**src/rtl/mmio_bus_arbiter.sv**
```systemverilog
// Two-master round-robin arbiter serializing single-beat MMIO transactions
// onto the shared FPro bus, returning read data and a one-cycle ack.
module mmio_bus_arbiter #(
    parameter int ADDR_W = 21,
    parameter int DATA_W = 32
) (
    input  logic              clk,
    input  logic              reset,
    input  logic              m0_req,
    input  logic              m0_wr,
    input  logic [ADDR_W-1:0] m0_addr,
    input  logic [DATA_W-1:0] m0_wr_data,
    output logic              m0_ack,
    output logic [DATA_W-1:0] m0_rd_data,
    input  logic              m1_req,
    input  logic              m1_wr,
    input  logic [ADDR_W-1:0] m1_addr,
    input  logic [DATA_W-1:0] m1_wr_data,
    output logic              m1_ack,
    output logic [DATA_W-1:0] m1_rd_data,
    output logic              mmio_cs,
    output logic              mmio_wr,
    output logic              mmio_rd,
    output logic [ADDR_W-1:0] mmio_addr,
    output logic [DATA_W-1:0] mmio_wr_data,
    input  logic [DATA_W-1:0] mmio_rd_data,
    output logic              grant
);

    typedef enum logic [1:0] {IDLE, ISSUE, ACK} state_t;

    state_t            state;
    logic              ptr;
    logic              start;
    logic              winner;
    logic              sel_wr;
    logic [ADDR_W-1:0] sel_addr;
    logic [DATA_W-1:0] sel_wr_data;

    // In ACK only the master not just served may be granted, so back-to-back
    // alternation costs no IDLE cycle while a lone master always passes IDLE.
    always_comb begin
        start  = 1'b0;
        winner = 1'b0;
        case (state)
            IDLE: begin
                if (m0_req && m1_req) begin
                    start  = 1'b1;
                    winner = ptr;
                end else if (m0_req || m1_req) begin
                    start  = 1'b1;
                    winner = m1_req;
                end
            end
            ACK: begin
                winner = ~grant;
                start  = grant ? m0_req : m1_req;
            end
            default: begin
                start  = 1'b0;
                winner = 1'b0;
            end
        endcase
    end

    assign sel_wr      = winner ? m1_wr      : m0_wr;
    assign sel_addr    = winner ? m1_addr    : m0_addr;
    assign sel_wr_data = winner ? m1_wr_data : m0_wr_data;

    always_ff @(posedge clk or posedge reset) begin
        if (reset) begin
            state        <= IDLE;
            ptr          <= 1'b0;
            grant        <= 1'b0;
            mmio_cs      <= 1'b0;
            mmio_wr      <= 1'b0;
            mmio_rd      <= 1'b0;
            mmio_addr    <= '0;
            mmio_wr_data <= '0;
            m0_ack       <= 1'b0;
            m1_ack       <= 1'b0;
            m0_rd_data   <= '0;
            m1_rd_data   <= '0;
        end else begin
            m0_ack  <= 1'b0;
            m1_ack  <= 1'b0;
            mmio_cs <= 1'b0;
            mmio_wr <= 1'b0;
            mmio_rd <= 1'b0;
            case (state)
                IDLE, ACK: begin
                    if (start) begin
                        state        <= ISSUE;
                        mmio_cs      <= 1'b1;
                        mmio_wr      <= sel_wr;
                        mmio_rd      <= ~sel_wr;
                        mmio_addr    <= sel_addr;
                        mmio_wr_data <= sel_wr_data;
                        grant        <= winner;
                        ptr          <= ~winner;
                    end else begin
                        state <= IDLE;
                    end
                end
                ISSUE: begin
                    if (mmio_rd) begin
                        if (grant) m1_rd_data <= mmio_rd_data;
                        else       m0_rd_data <= mmio_rd_data;
                    end
                    if (grant) m1_ack <= 1'b1;
                    else       m0_ack <= 1'b1;
                    state <= ACK;
                end
                default: state <= IDLE;
            endcase
        end
    end

endmodule

```
**config.mk**
```make
export PLATFORM = sky130hd
export DESIGN_NAME = mmio_bus_arbiter
export DESIGN_NICKNAME = d
export VERILOG_FILES = /design/src/rtl/mmio_bus_arbiter.sv
export SDC_FILE = /design/constraint.sdc
export NUM_CORES = 1
export LEC_CHECK = 0
export BUFFER_PORTS_ARGS = -buffer_cell sky130_fd_sc_hd__clkbuf_2
export CAP_MARGIN = 30
export CELL_PAD_IN_SITES_DETAIL_PLACEMENT = 0
export CELL_PAD_IN_SITES_GLOBAL_PLACEMENT = 2
export CORE_MARGIN = 1
export CORE_UTILIZATION = 28
export CTS_CLUSTER_SIZE = 10
export DETAILED_ROUTE_END_ITERATION = 12
export PLACE_DENSITY = 0.92
export REMOVE_ABC_BUFFERS = 1
export SKIP_LAST_GASP = 1
export SLEW_MARGIN = 20
export SYNTH_ARGS = -nofsm -noshare
export SYNTH_HDL_FRONTEND = slang
export SYNTH_SLANG_ARGS = --single-unit
```
**constraint.sdc**
```tcl
create_clock -name clk -period 5.6 [get_ports clk]
set_input_delay 0.84 -clock clk [delete_from_list [all_inputs] [get_ports clk]]
set_output_delay 0.84 -clock clk [all_outputs]
set_load 0.01 [all_outputs]
```
Word-level counts from Yosys, hierarchy flattened
Cells that the tools add are included.
Storage, ports and cells
  flip-flop bits (word level): 126
  input bits: 144
  word-level logic and storage cells: 46
Operators by class
  muxes and demuxes: 22
  reduce and logical (&&, ||, !) cells: 7
  bitwise gates (word level): 3
  eq/ne operators: 2
Operators by type and width (count)
  32-bit two-way mux: 1
  21-bit two-way mux: 1
  1-bit two-way mux: 17
  3-bit AND reduction: 2
  1-bit one-hot mux with 2 select lines: 2
  2-bit one-hot mux with 2 select lines: 1
  1-bit NOT: 3
  2-bit by 1-bit equality test with 1-bit output (second input constant): 1
  2-bit equality test (second input constant): 1
  2-bit logical NOT: 1
  2-bit AND reduction: 1
  2-bit OR reduction: 1
  1-bit logical AND: 1
  1-bit logical OR: 1

Logic depth before layout (Yosys ltp)
Gate-level depths: netlist of the first run.
  depth after elaboration: 8
  depth in mapped cells: 8

Worst setup path before layout of the first run
OpenSTA, ideal clock, no wires.
  kind: in2reg
  start point: input m0_req
  end point: register mmio_wr_data[24]
  path slack: 3461 ps
  required time: 5473 ps
  data arrival time: 2012 ps
  stages on the path: 5
  path through: nor2b_1 > nor3_2 > clkbuf_1 > o221ai_1 > mux2_1
On the way
  longest elaborated chain between the ends: 5
  elaborated cells between the ends (all ways): 11
  those cells by class: mux: 8; reduce/logical: 3
Ends and longest elaborated chain
  from (decl): RTL line 9  | input logic m0_req,
  1-bit logical OR: RTL line 50  | end else if (m0_req || m1_req) begin
  1-bit two-way mux: RTL line 50
  1-bit two-way mux: RTL line 47  | if (m0_req && m1_req) begin
  1-bit one-hot mux with 2 select lines: RTL line 45  | case (state)
  32-bit two-way mux / 2-bit AND reduction (equally long branches)
  to (signal assigned): RTL line 98  | mmio_wr_data <= sel_wr_data;
  to (decl): RTL line 25  | output logic [DATA_W-1:0] mmio_wr_data,
Several ways; a longest one is shown, not always the timed one.
A chain may end at the register's enable or synchronous reset.

Final worst setup path of the first run
  start point: register grant
  end point: register mmio_wr_data[19]
On the way
  longest elaborated chain between the ends: 3
  elaborated cells between the ends (all ways): 6
  those cells by class: mux: 4; bitwise: 1; reduce/logical: 1
Ends and longest elaborated chain
  from (decl): RTL line 27  | output logic grant
  from (signal assigned): RTL line 99  | grant <= winner;
  1-bit two-way mux / 1-bit NOT (equally long branches)
  1-bit one-hot mux with 2 select lines: RTL line 45
  2-bit AND reduction (no line) / 32-bit two-way mux (equally long branches)
Several ways; a longest one is shown, not always the timed one.

==> results of run 1 <==
==> state kept, by name, summed over array words and instances, names as in the netlist, 2 cells and up <==
register	cells
m0_rd_data	32
m1_rd_data	32
mmio_addr	21
mmio_wr_data	32
state	2
==> synthesized netlist by cell type <==
cell type,instances
nand2_1,159
dfrtp_1,125
mux2_2,108
o221ai_1,53
clkbuf_1,24
buf_2,13
mux2_1,10
inv_1,4
and3_1,2
buf_1,2
buf_4,2
buf_6,2
nor2b_1,2
nor3_1,2
o21ai_0,2
a21boi_1,1
a21oi_1,1
a311oi_2,1
inv_2,1
mux2i_1,1
nand2b_1,1
nand3_1,1
nor2_1,1
nor3_2,1
o211ai_1,1
o31a_1,1
==> worst max-delay path, cell delays in order (launching register included) <==
cell and delay, ps:
dfrtp_1 480, nand2b_2 460, buf_4 470, o31a_2 560, buf_4 450, o221ai_1 200
mux2_2 300
==> layout by cell type, fill, tap and decap left out, types with 3 or more instances in the layout <==
master / instances
buf_4: 9
nand2_1: 159
inv_1: 3
clkbuf_16: 17
inv_6: 5
bufinv_16: 3
clkbuf_2: 266
o221ai_1: 53
mux2_2: 108
dfrtp_1: 124
mux2_1: 10
==> layout make-up <==
cell class	instances	area, um2	share of cell area
clock inverters	14	183	0.0227
multi-input cells	348	2530	0.315
well taps	270	338	0.0419
inverters	5	21.3	0.00264
flip-flops and latches	125	3130	0.388
repair buffers	276	1430	0.177
clock buffers	17	425	0.0528
==> where the power goes <==
group | internal, mW | leakage [nW] | total (mW) | switching [mW]
Clock | 0.709 | 0.293 | 1.16 | 0.447
Sequential | 1.37 | 1.48 | 1.65 | 0.276
Combinational | 0.987 | 2.19 | 2.10 | 1.12
Total | 3.07 | 3.97 | 4.91 | 1.84
==> per-layer routing <==
metal	track usage	vias to the layer above	wire (um)
li1	-	2354	-
met1	0.204	2392	7410
met4	0.0594	0	267
met5	0	-	0
met3	0.0706	16	1860
met2	0.262	222	7990
==> how the worst max path moves through the flow <==
| stage | slack, ps | to | depth (start not counted) |
|---|---|---|---|
| global placement | 2480 | mmio_wr_data[28]$_DFFE_PP0P_ | 6 |
| floorplan | 780 | mmio_addr[0]$_DFFE_PP0P_ | 4 |
| detailed placement | 2470 | mmio_wr_data[19]$_DFFE_PP0P_ | 6 |
| CTS | 2460 | mmio_wr_data[19]$_DFFE_PP0P_ | 6 |
| finish | 2540 | mmio_wr_data[19]$_DFFE_PP0P_ | 6 |
| global route | 2200 | mmio_wr_data[28]$_DFFE_PP0P_ | 6 |
==> through the flow <==
step	util	hold slack [ps]
after floorplan	-	481
after global placement	0.364	470
after detailed placement	0.366	475
after CTS	0.396	463
after global routing	0.396	481
final	0.396	455
==> kinds of logic after synthesis <==
| family | after synthesis | synth area share |
|---|---|---|
| and+or+nand+nor | 169 | 0.112 |
| DFF | 125 | 0.534 |
| muxes | 119 | 0.228 |
| AOI/OAI and AO/OA | 60 | 0.0884 |
| buffers and inverters | 48 | 0.0374 |
==> run_results.csv, run 1 <==
group,metric,value,unit
outcome,outcome,"finished, final reports clean",
timing,post-route-period-util,0.546,
finish,fill_cells,2015,
die,core_area,0.0204,mm2
place,place.gp.congestion,0.719,
power,p_leak,3.97,nW
die,die_h,147,um
place,dp_slack,2470,ps
route,via_per_inst,4.72,
finish,synthToLayoutAreaGrowth,37.5,%
timing,fmax,327,MHz
power,power.total,4.91,mW
die,die_area,0.0215,mm2
critical_path,worstSetupPathType,"flip-flop to flip-flop",
die,floorplan.initialDensity,0.288,
critical_path,worstReg2RegStart,"grant$_DFFE_PP0P_",
power,pwr_density_cell,609,mW/mm2
global_routing,gr-total-overflow,0,
route,drtAntennaViolNets,0,
cts,clk-insertion-delay-late,410,ps
route,drc_errors,0,
route,totalWireLength,17500,um
cts,post_cts_buffers,0,
yosys,ys_types,26,
yosys,ys_ff_latch,125,
route,detail_route.wl_per_cell,16.6,um
timing,relSlewSlack,0.447,
yosys,synth_top_area_cell,"dfrtp_1",
power,ir_worst_vdd,0.285,mV
cts,cts_buffer_depth,2,
finish,finalInstanceArea,0.00806,mm2
route,route.vias.total,4984,
global_routing,grt_max_degree,59,
finish,insertedDiodeCount,0,
critical_path,r2r_end,"mmio_wr_data[19]$_DFFE_PP0P_",
yosys,syn-instance-count,521,
critical_path,regToRegSetupSlack,2540,ps
critical_path,startpoint,"grant$_DFFE_PP0P_",
global_routing,antenna_found_initial,0,
cts,cts_buffers,17,
timing,setup-violations-final,0,
flow_run,maxCapViolCount,0,
timing,timing.final.ws_setup,2540,ps
die,placementRows,52,
timing,finalClockSkew,10.6,ps
global_routing,grt_pass1_wl,27900,um
finish,instances_no_fill,1055,
timing,fin_crit,3060,ps
cts,clockRootBuffer,"clkbuf_16",
yosys,synth_top_area_share,0.534,
yosys,syn_avg_cell_area,11.2,um2
critical_path,cp.required,5880,ps
cts,cts.sinks,125,
yosys,ys_warn_count,0,
place,dpl.hpwl,12000,um
die,io_pins,267,
timing,tightest_slew,826,ps
place,dp.cells,1024,
min_path,hold_class,"input pin to async pin",
route,drtIter0Drc,188,
cts,cts_tree,"built",
global_routing,grt_pass1_vias,5307,
route,dr.pass1.iters,4,
cts,cts_hold_buf,0,
critical_path,path_max_fanout,35,
cts,ctsResizeCount,0,
place,placed_cell_area,0.00745,mm2
yosys,ys_seq_area_frac,0.534,
critical_path,cp-start-kind,"flip-flop",
critical_path,reg2reg_depth,6,
die,fp.dieW,147,um
critical_path,crit_arrival,3340,ps
place,io_buffers,266,
finish,drive_gt1_frac,0.538,
timing,rsz0062_at_grt,"false",
timing,fin_setup_tns,0,ps
cts,clkTransAtPathRegs,60,ps
timing,slew_violations,0,
global_routing,grt_use_total,0.167,
critical_path,cp-end-kind,"flip-flop",
finish,nets,917,
yosys,synth_area_leaders,"dfrtp_1 53%, mux2_2 21%, nand2_1 10%",
timing,hold_viol_final,0,
yosys,netlist_area,0.00586,mm2
cts,cts.htree.levels,4,
(Power assumes the default switching activity.)
==> inputs of run 2 (changes only) <==
--- a/config.mk
+++ b/config.mk
@@ -5,12 +5,13 @@
 export SDC_FILE = /design/constraint.sdc
 export NUM_CORES = 1
 export LEC_CHECK = 0
+export ABC_AREA = 1
 export BUFFER_PORTS_ARGS = -buffer_cell sky130_fd_sc_hd__clkbuf_2
 export CAP_MARGIN = 30
 export CELL_PAD_IN_SITES_DETAIL_PLACEMENT = 0
 export CELL_PAD_IN_SITES_GLOBAL_PLACEMENT = 2
 export CORE_MARGIN = 1
-export CORE_UTILIZATION = 28
+export CORE_UTILIZATION = 25
 export CTS_CLUSTER_SIZE = 10
 export DETAILED_ROUTE_END_ITERATION = 12
 export PLACE_DENSITY = 0.92
==> constraint.sdc (replaced) <==
create_clock -name clk -period 2.9 [get_ports clk]
set_input_delay 0.435 -clock clk [delete_from_list [all_inputs] [get_ports clk]]
set_output_delay 0.435 -clock clk [all_outputs]
set_load 0.01 [all_outputs]
==> run 2 against run 1 <==
Effect of this change:
- via count is 3.4% lower
- die area decreased by 0.69%
- clock skew up 1.2 ps
- synthesized cell count grew 10%
- largest power group unchanged
- final cell count increased by 5.1%
- critical endpoint is now grant$_DFFE_PP0P_
==> run_results.csv, run 2 <==
group,metric,value,unit
timing,post-route-period-util,0.583,
finish,nets,971,
timing,whs,28.9,ps
global_routing,antenna_found_initial,0,
cts,ctsResizeCount,0,
route,route.vias.total,4814,
route,totalWireLength,15400,um
place,dp_slack,1050,ps
power,power.total,8.78,mW
cts,cts_tree,"built",
route,dr.pass1.iters,4,
route,detail_route.wl_per_cell,13.9,um
cts,cts.sinks,125,
finish,reg_top3,"m0_rd_data (32), m1_rd_data (32), mmio_wr_data (32)",
finish,insertedDiodeCount,0,
critical_path,cp.required,3190,ps
yosys,synth_top_area_cell,"dfrtp_1",
timing,setup-violations-final,0,
finish,layout_common_cells,"266 x clkbuf_2, 161 x nand3_1, 127 x nand2_1",
route,drtIter0Drc,199,
yosys,syn_avg_cell_area,9.07,um2
die,floorplan.initialDensity,0.256,
cts,clockRootBuffer,"clkbuf_16",
power,p_leak,3.97,nW
die,die_h,146,um
timing,hold_viol_final,0,
die,fp.dieW,146,um
finish,synthToLayoutAreaGrowth,40.3,%
yosys,ys_ff_latch,125,
timing,fin_crit,1690,ps
yosys,netlist_area,0.00520,mm2
timing,slew_violations,0,
cts,cts_hold_buf,0,
yosys,synth_top_area_share,0.602,
cts,cts.htree.levels,4,
timing,tightest_slew,652,ps
route,drtAntennaViolNets,0,
timing,finalClockSkew,11.9,ps
cts,cts_buffers,17,
global_routing,grt_max_degree,98,
yosys,yosysMostFrequentCell,"nand3_1",
finish,instances_no_fill,1109,
place,dpl.hpwl,10900,um
critical_path,cp-end-kind,"flip-flop",
die,placementRows,52,
flow_run,maxCapViolCount,0,
yosys,async_flop_share,1.00,
critical_path,worstSetupPathType,"flip-flop to flip-flop",
finish,mostFrequentLayoutCell,"clkbuf_2",
timing,fmax,592,MHz
timing,fin_setup_tns,0,ps
global_routing,grt_pass1_wl,25100,um
cts,post_cts_buffers,0,
route,via_per_inst,4.34,
critical_path,path_max_fanout,33,
place,placed_cell_area,0.00674,mm2
place,dp.cells,1078,
place,place.gp.congestion,0.762,
yosys,ys.flop_type,"dfrtp_1",
global_routing,grt_use_total,0.150,
yosys,ys_types,14,
power,pwr_density_cell,1210,mW/mm2
global_routing,grt_pass1_vias,4753,
timing,rsz0062_at_grt,"false",
die,core_area,0.0203,mm2
cts,cts_buffer_depth,2,
timing,timing.final.ws_setup,1210,ps
die,die_area,0.0214,mm2
yosys,syn-instance-count,573,
finish,drive_gt1_frac,0.373,
cts,clk-insertion-delay-late,410,ps
min_path,hold_class,"input pin to async pin",
yosys,synth_common_cells,"161 x nand3_1, 129 x nand2_1, 125 x dfrtp_1",
place,io_buffers,266,
yosys,ys_warn_count,0,
critical_path,crit_arrival,1980,ps
global_routing,gr-total-overflow,0,
die,io_pins,267,
finish,final_util,0.359,
outcome,outcome,"finished, final reports clean",
route,drc_errors,0,
power,ir_worst_vdd,0.369,mV
finish,finalInstanceArea,0.00729,mm2
yosys,ys_seq_area_frac,0.602,
cts,clkTransAtPathRegs,60,ps
critical_path,cp-start-kind,"flip-flop",
timing,relSlewSlack,0.566,
yosys,synth_area_leaders,"dfrtp_1 60%, nand3_1 16%, nand2_1 9.3%",
yosys,synth_enable_flop_cells,0,
[run 2: layout make-up]
type	count	area, um2
clock buffers	18	429
repair buffers	275	1440
flip-flops and latches	125	3130
inverters	42	160
fillers	2125	13000
well taps	270	338
clock inverters	13	119
multi-input cells	366	1680
[run 2: kinds of logic (layout without fill, tap and decap cells)]
kind of cell    after synthesis  in the layout  synth area share
simple gates                298            298             0.255
flops                       125            125             0.602
buf+inv                      82            348            0.0771
compound gates               68             68            0.0660
[run 2: final timing paths]
check	start	end	slack [ps]	cells past startpoint
setup / recovery	grant$_DFFE_PP0P_	grant$_DFFE_PP0P_	1210	7
hold / removal	reset	mmio_addr[3]$_DFFE_PP0P_	30	2
setup reg to reg	grant$_DFFE_PP0P_	grant$_DFFE_PP0P_	1210	7
hold reg to reg	m1_rd_data[1]$_DFFE_PP0P_	m1_rd_data[1]$_DFFE_PP0P_	490	2
max in group asynchronous	reset	mmio_addr[11]$_DFFE_PP0P_	2140	3
min in group clk	m0_addr[17]	mmio_addr[17]$_DFFE_PP0P_	250	3
[run 2: power breakdown]
part / internal [mW] / leakage (nW) / total [mW] / switching [mW]
Clock: 1.18 / 0.270 / 1.99 / 0.815
Combinational: 1.39 / 2.19 / 3.67 / 2.28
Sequential: 2.64 / 1.51 / 3.12 / 0.477
Total: 5.21 / 3.97 / 8.78 / 3.57
[run 2: worst max-delay path, cell delays in order, from the launching register on]
cell,delay (ps)
dfrtp_1,440
inv_2,70
nand2_1,80
nand2_2,60
inv_2,430
buf_4,290
nand2_1,80
o21a_1,110
[run 2: routing by layer]
metal  vias up  routed length (um)  global-route usage
met5         -                   0                   0
met4         0                 204              0.0401
met3        15                1410              0.0600
met2       215                6880               0.233
met1      2176                6930               0.192
li1       2408                   -                   -
==> inputs of run 3 (changes only) <==
==> constraint.sdc (replaced) <==
create_clock -name clk -period 1.57 [get_ports clk]
set_input_delay 0.2355 -clock clk [delete_from_list [all_inputs] [get_ports clk]]
set_output_delay 0.2355 -clock clk [all_outputs]
set_load 0.01 [all_outputs]
==> run 3 against run 2 <==
Effect of this change:
- final area is 2.2% higher
- critical path depth is 1 lower
- largest cell class unchanged
- sequential cell count stayed put
==> run_results.csv, run 3 (synthesis results as in run 2) <==
group,metric,value,unit
finish,synthToLayoutAreaGrowth,43.4,%
critical_path,worstSetupPathType,"flip-flop to flip-flop",
timing,slew_violations,0,
critical_path,cp_common_cell,"nand3_1",
die,io_pins,267,
critical_path,critical_path_buf_inv_count,1,
die,die_h,146,um
place,place.gp.congestion,0.738,
route,detail_route.wl_per_cell,14.1,um
finish,drive_gt1_frac,0.379,
power,power.total,16.8,mW
timing,whs,58.5,ps
finish,mostFrequentLayoutCell,"clkbuf_2",
global_routing,grt_pass1_vias,4822,
place,io_buffers,266,
power,ir_worst_vdd,1.21,mV
global_routing,antenna_found_initial,0,
cts,ctsResizeCount,0,
critical_path,reg2reg_depth,6,
cts,cts.sinks,125,
power,p_leak,4.05,nW
route,route.vias.total,4877,
die,placementRows,52,
timing,relSlewSlack,0.739,
cts,cts_hold_buf,1,
finish,multi_input_area,0.00168,mm2
die,core_area,0.0203,mm2
finish,seq_area,0.00313,mm2
critical_path,max_stage_delay,410,ps
finish,nets,979,
finish,layout_common_cells,"266 x clkbuf_2, 161 x nand3_1, 127 x nand2_1",
global_routing,grt_max_degree,66,
critical_path,startpoint,"state[0]$_DFF_PP0_",
critical_path,path_delay_family,"simple AND/OR/NAND/NOR gates",
global_routing,gr-total-overflow,0,
route,drtIter0Drc,167,
place,placed_cell_area,0.00686,mm2
timing,post-route-period-util,0.892,
timing,fin_crit,1400,ps
timing,fmax,714,MHz
critical_path,cp-start-kind,"flip-flop",
route,totalWireLength,15700,um
cts,clockRootBuffer,"clkbuf_16",
global_routing,grt_use_total,0.152,
timing,setup-violations-final,0,
finish,fill_cells,2137,
cts,cts_tree,"built",
outcome,outcome,"finished, final reports clean",
critical_path,critical_path.cell_chain,"nor2_1, o21ai_1, nand2_4, buf_12, nand3_1, nand3_1",
global_routing,grt_pass1_wl,25500,um
cts,cts_buffers,17,
power,pwr_density_cell,2250,mW/mm2
die,die_area,0.0214,mm2
timing,tightest_slew,391,ps
timing,finalClockSkew,7.72,ps
min_path,hold_class,"input pin to flip-flop",
cts,clkTransAtPathRegs,60,ps
cts,cts.htree.levels,4,
timing,timing.final.ws_setup,170,ps
finish,finalInstanceArea,0.00745,mm2
critical_path,regToRegSetupSlack,170,ps
finish,reg_top3,"m0_rd_data (32), m1_rd_data (32), mmio_wr_data (32)",
route,drc_errors,0,
timing,hold_viol_final,0,
critical_path,cp.required,1910,ps
cts,post_cts_buffers,0,
place,dpl.hpwl,11200,um
cts,clk-insertion-delay-late,410,ps
finish,insertedDiodeCount,0,
timing,rsz0062_at_grt,"false",
critical_path,r2r_end,"mmio_wr_data[20]$_DFFE_PP0P_",
route,via_per_inst,4.36,
critical_path,cp-end-kind,"flip-flop",
critical_path,path_max_fanout,65,
die,floorplan.initialDensity,0.256,
critical_path,crit_arrival,1740,ps
critical_path,cp_num_cells,6,
flow_run,maxCapViolCount,0,
route,drtAntennaViolNets,0,
critical_path,crit_end,"mmio_wr_data[20]$_DFFE_PP0P_",
route,dr.pass1.iters,4,
die,fp.dieW,146,um
cts,cts_buffer_depth,2,
place,dp_slack,168,ps
critical_path,cp_slowest_cell,"dfrtp_1",
critical_path,worstReg2RegStart,"state[0]$_DFF_PP0_",
## run 3: cell types whose count changed in the layout (fill, tap and decap cells not counted)
cell,change
buf_12,+5
clkbuf_8,+1
dlygate4sd3_1,+1
clkinv_2,-1
clkinvlp_4,+2
buf_4,+2
clkinv_4,-2
bufinv_16,+1
## run 3: how the worst min path moves through the flow
stage | cells past startpoint | end | start | slack [ps]
final | 3 | mmio_addr[6]$_DFFE_PP0P_ | m0_addr[6] | 60
after global placement | 2 | mmio_addr[3]$_DFFE_PP0P_ | reset | 250
after global routing | 3 | mmio_addr[7]$_DFFE_PP0P_ | m0_addr[7] | 40
after floorplan | 2 | mmio_addr[0]$_DFFE_PP0P_ | m0_addr[0] | 380
after detailed placement | 2 | mmio_addr[3]$_DFFE_PP0P_ | reset | 250
after CTS | 3 | mmio_wr_data[13]$_DFFE_PP0P_ | m0_wr_data[13] | 40
## run 3: per-layer routing
metal / vias to the layer above / part of all wire / global-route usage
met3: 11 / 0.084 / 0.0544
met4: 0 / 0.012 / 0.0526
met1: 2223 / 0.46 / 0.201
li1: 2431 / - / -
met5: - / 0 / 0
met2: 212 / 0.45 / 0.231
## run 3: worst min-delay path, stage by stage
cell and delay (ps):
clkbuf_2 70, nand3_1 60, nand3_1 60
## run 3: through the flow
stage | utilization | setup TNS (ps) | std cells
2_1_floorplan | - | -318600 | 533
3_3_place_gp | 0.338 | 0 | 1085
3_5_place_dp | 0.338 | 0 | 1085
4_1_cts | 0.367 | 0 | 1118
5_1_grt | 0.367 | 0 | 1118
6_report | 0.367 | 0 | 1118
## run 3: where the power goes
group	internal, mW	total (mW)	switching [mW]
combinational	2.77	7.06	4.29
sequential	4.88	5.79	0.909
clock	2.39	3.91	1.52
## run 3: cell type report
type                    count  share of cell area
multi-input cells         366               0.225
clock buffers              19              0.0595
repair buffers            283               0.210
inverters                  42              0.0215
clock inverters            13              0.0190
flip-flops and latches    125               0.420
well taps                 270              0.0453
